**src/rtl/result_serializer.sv**
```systemverilog
// Buffers 2x2 result matrices from the MMU (one active, one pending) and streams
// each as 8 bytes, high byte first, over a valid/ready byte stream.
module result_serializer #(
  parameter int DATA_W  = 16,
  parameter int OUT_W   = 8,
  parameter int N_ELEMS = 4
) (
  input  logic              clk,
  input  logic              rst,
  input  logic              res_valid,
  input  logic [DATA_W-1:0] c00,
  input  logic [DATA_W-1:0] c01,
  input  logic [DATA_W-1:0] c10,
  input  logic [DATA_W-1:0] c11,
  input  logic              out_ready,
  input  logic              ovf_clr,
  output logic [OUT_W-1:0]  out_data,
  output logic              out_valid,
  output logic              out_last,
  output logic              busy,
  output logic              overflow
);

  localparam int N_BYTES = 2 * N_ELEMS;
  localparam int IDX_W   = $clog2(N_BYTES);
  localparam logic [IDX_W-1:0] LAST_IDX = IDX_W'(N_BYTES - 1);

  typedef enum logic {IDLE, STREAM} state_t;
  typedef logic [N_ELEMS-1:0][DATA_W-1:0] frame_t;

  state_t             state_q, state_d;
  logic [IDX_W-1:0]   idx_q, idx_d;
  frame_t             active_q, active_d;
  frame_t             shadow_q, shadow_d;
  logic               shadow_vld_q, shadow_vld_d;
  logic               ovf_q, ovf_d;

  frame_t             in_frame;
  logic               xfer;
  logic               last_xfer;
  logic               drop;
  logic [DATA_W-1:0]  cur_elem;
  logic [OUT_W-1:0]   cur_byte;

  // Element 0 is c00 so that byte index / 2 selects the element directly.
  assign in_frame  = {c11, c10, c01, c00};
  assign xfer      = out_valid & out_ready;
  assign last_xfer = xfer & (idx_q == LAST_IDX);

  assign cur_elem  = active_q[idx_q[IDX_W-1:1]];
  assign cur_byte  = idx_q[0] ? cur_elem[OUT_W-1:0] : cur_elem[DATA_W-1:OUT_W];

  assign out_valid = (state_q == STREAM);
  assign out_last  = out_valid & (idx_q == LAST_IDX);
  assign out_data  = out_valid ? cur_byte : '0;
  assign busy      = out_valid | shadow_vld_q;
  assign overflow  = ovf_q;

  always_comb begin
    state_d      = state_q;
    idx_d        = idx_q;
    active_d     = active_q;
    shadow_d     = shadow_q;
    shadow_vld_d = shadow_vld_q;
    drop         = 1'b0;

    unique case (state_q)
      IDLE: begin
        if (res_valid) begin
          active_d = in_frame;
          idx_d    = '0;
          state_d  = STREAM;
        end
      end
      STREAM: begin
        if (last_xfer) begin
          idx_d = '0;
          // A pending frame takes priority; a coincident new frame then refills the shadow.
          if (shadow_vld_q) begin
            active_d     = shadow_q;
            shadow_vld_d = res_valid;
            if (res_valid) shadow_d = in_frame;
          end else if (res_valid) begin
            active_d = in_frame;
          end else begin
            state_d = IDLE;
          end
        end else begin
          if (xfer) idx_d = idx_q + 1'b1;
          if (res_valid) begin
            if (shadow_vld_q) begin
              drop = 1'b1;
            end else begin
              shadow_d     = in_frame;
              shadow_vld_d = 1'b1;
            end
          end
        end
      end
      default: state_d = IDLE;
    endcase

    // A drop in the same cycle as a clear still leaves the flag set.
    ovf_d = drop | (ovf_q & ~ovf_clr);
  end

  always_ff @(posedge clk) begin
    if (rst) begin
      state_q      <= IDLE;
      idx_q        <= '0;
      active_q     <= '0;
      shadow_q     <= '0;
      shadow_vld_q <= 1'b0;
      ovf_q        <= 1'b0;
    end else begin
      state_q      <= state_d;
      idx_q        <= idx_d;
      active_q     <= active_d;
      shadow_q     <= shadow_d;
      shadow_vld_q <= shadow_vld_d;
      ovf_q        <= ovf_d;
    end
  end

endmodule

```
**config.mk**
```make
export PLATFORM = sky130hd
export DESIGN_NAME = result_serializer
export DESIGN_NICKNAME = d
export VERILOG_FILES = /design/src/rtl/result_serializer.sv
export SDC_FILE = /design/constraint.sdc
export NUM_CORES = 1
export LEC_CHECK = 0
export CORE_ASPECT_RATIO = 1.1
export CORE_MARGIN = 1.5
export CORE_UTILIZATION = 50
export DETAILED_ROUTE_END_ITERATION = 12
export GPL_TIMING_DRIVEN = 1
export HOLD_SLACK_MARGIN = 0.08
export PLACE_DENSITY = 0.76
export SYNTH_ARGS = -nofsm -noshare
export SYNTH_HDL_FRONTEND = slang
export SYNTH_SLANG_ARGS = --single-unit
```
**constraint.sdc**
```tcl
create_clock -name clk -period 1.93 [get_ports clk]
set_input_delay 0.4825 -clock clk [delete_from_list [all_inputs] [get_ports clk]]
set_output_delay 0.4825 -clock clk [all_outputs]
set_load 0.01 [all_outputs]
```
==> out/metrics.cfg <==
[run_status]
status=finished, violations left
failed_checks=negative setup slack

[cells_and_area]
final_cell_area_sq_mm=0.0104
final_common_cell=dfxtp_1
num-fill-cells=544
num_antenna_cells=0
final_core_util=0.855
area_growth_pct=64.5
drive_gt1_frac=0.446
nets=1001
final_cell_mix=132 x dfxtp_1, 129 x nand2_1, 117 x a21oi_2

[critical_path]
critPathRequiredTime_ns=1.45
worstPathBufferInverterCount=2
worstSetupPathType=reg2out
slowest_delay_ns=0.50
path_delay_family=compound AO/OA/AOI/OAI gates
path_cells=nand2b_1 -> buf_4 -> a211oi_2 -> a21oi_1 -> and3_4 -> buf_2
worstSetupStartpointType=flip-flop
cpMaxStageDelayCell=a211oi_2
end_kind=output port
arrival_ns=2.12
path_max_fanout=8

[placement]
place.gp.congestion=0.908
io_buffers=80
dpl_cell_area_sq_mm=0.00733
place_ws_ns=-0.453
hpwl_microns=11000

[yosys]
syn_area_sq_mm=0.00634
syn_area_per_cell_sq_um=7.84
synth_area_leader_cell=dfxtp_1
ys.flop_type=dfxtp_1
ys_types=34
yosysWarnings=0
ys_seq_area_frac=0.423
synth_cells=809
yosys.area.top_type_share=0.423
async_reset_ff_frac=0
synth_edf_count=0
synth_area_leaders=dfxtp_1 42%, nand2_1 15%, a21oi_1 10%, a21o_1 7.6%, nand3_1 5.1%
synth_seq_cells=134
synth_nets=880

[cts]
cts_tree=built
cts.sinks=134
numCtsBuffers=17
clk_latency_ns=0.46
clk_pin_slew_worst_paths_ns=0.06
root_buffer=clkbuf_16
clock_path_buffers=2
htreeDepth=4

[route]
routed-via-count=7623
drt_iter0_markers=1223
drtPass1Iterations=8
drc=0
wl_per_cell_microns=29.0
wirelength_microns=31800
avgViaCountPerCell=6.96
ant_nets=0

[floorplanning]
core_sq_mm=0.0122
num_rows=42
dieWidth_microns=110
die_h_microns=121
start_util=0.520
ios=81
dieArea_sq_mm=0.0134

[timing]
fin_crit_ns=2.60
holdWs_ns=0.464
clock-skew-final_ns=0.0106
setup_tns_ns=-49.93
layout_setup_ws_ns=-0.672
tightest_slew_ns=0.670
final_hold_viol_count=0
drv_slew=0
period_share=1.35
setup_viol_count_final=139
max_freq_ghz=0.384
slew_headroom=0.553
rsz0062_at_grt=true

[power_and_ir_drop]
leakagePower_nw=4.19
power_density_mw_per_mm2=785
peakVddDrop_mv=1.29

[grt]
use_met3=0.0940
grt_first_pass_wirelength_microns=33900
grt.busiest_layer=met2
grt_max_degree=99
grt_pass1_vias=6372
gr-total-overflow=0
gr-usage-met1=0.414
grt.total_usage=0.343
antenna_found_initial=2
met2_usage=0.548

[run]
drv_cap=0

[worst_hold_path]
hold_class=reg2reg

## worst register-to-register path: stages, from the launching register on
cell and delay, ns:
dfxtp_4 0.39, buf_6 0.14, buf_6 0.12, ha_4 0.16, ha_4 0.17, buf_6 0.13
buf_12 0.12, a21boi_4 0.17, o21bai_4 0.21, buf_4 0.18, buf_6 0.10, buf_12 0.13
nand2_4 0.07, a21oi_2 0.22
## layout make-up
type	instances	area, sq um	area share
tap	154	193	0.0185
inverter	1	3.75	0.000360
clock inverter	3	65.1	0.00624
multi-input combinational	601	4600	0.441
timing repair buffer	175	2370	0.228
clock buffer	28	507	0.0486
sequential	134	2690	0.258
## report_power, final
group	switching (W)	internal [W]
logic	0.000940	0.000830
clock network	0.00130	0.00203
registers	0.000173	0.00291
total	0.00241	0.00577
## flip-flops by register name, indices dropped and copies added (netlist names)
register,cells
idx_q,3
overflow,1
shadow_q,64
shadow_vld_q,1
active_q,64
out_valid,1
## timing repair
item | in CTS | in global routing
pin swaps | 75 | 195
setup buffers | 27 | 18
gates resized for setup | 135 | 353
gates cloned | 20 | 11
setup endpoints to repair | 141 | 141
hold buffers | 0 | 0
## path summary, 6_finish.rpt
check | from | endpoint | slack [ns] | depth (start not counted)
worst min-delay path | active_q[26]$_SDFFE_PP0P_ | active_q[26]$_SDFFE_PP0P_ | 0.46 | 2
worst min register to register | active_q[26]$_SDFFE_PP0P_ | active_q[26]$_SDFFE_PP0P_ | 0.46 | 2
worst max register to register | idx_q[0]$_SDFFE_PP0P_ | active_q[34]$_SDFFE_PP0P_ | -0.45 | 13
worst max-delay path | idx_q[2]$_SDFFE_PP0P_ | out_data[6] | -0.67 | 6
## routing by layer
layer  vias to the layer above  wire length, microns
met5                         -                    25
met4                         4                  3270
met3                       319                  4230
met2                       768                 14000
met1                      3532                 10300
li1                       3000                     -
## metrics by stage
step / total power [W] / instances
after floorplan: 0.00360 / 809
after global placement: 0.00396 / 1005
after detailed placement: 0.00398 / 1005
after CTS: 0.00749 / 1082
after global routing: 0.00829 / 1096
final: 0.00819 / 1096
## cells by family (layout without fill, tap and decap cells)
kind of cell	Yosys count	after routing	share of synthesized area
compound gates	219	219	0.216
fa+ha+maj	2	2	0.00395
flops	134	134	0.423
mux	17	17	0.0426
buf+inv	74	207	0.0699
simple gates	363	363	0.244
## cell usage after synthesis (2+ instances only)
cell type,number
a211oi_1,8
a21o_1,64
a21oi_1,128
a21oi_2,11
a32oi_1,2
and2_1,2
and3_1,8
buf_1,3
buf_2,18
buf_4,9
buf_6,13
clkbuf_1,29
dfxtp_1,134
ha_1,2
mux2i_1,9
mux4_2,8
nand2_1,250
nand2_2,11
nand2b_1,9
nand3_1,65
nor2_1,6
nor2b_1,8
No activity file was read; power rests on OpenSTA's default activity.
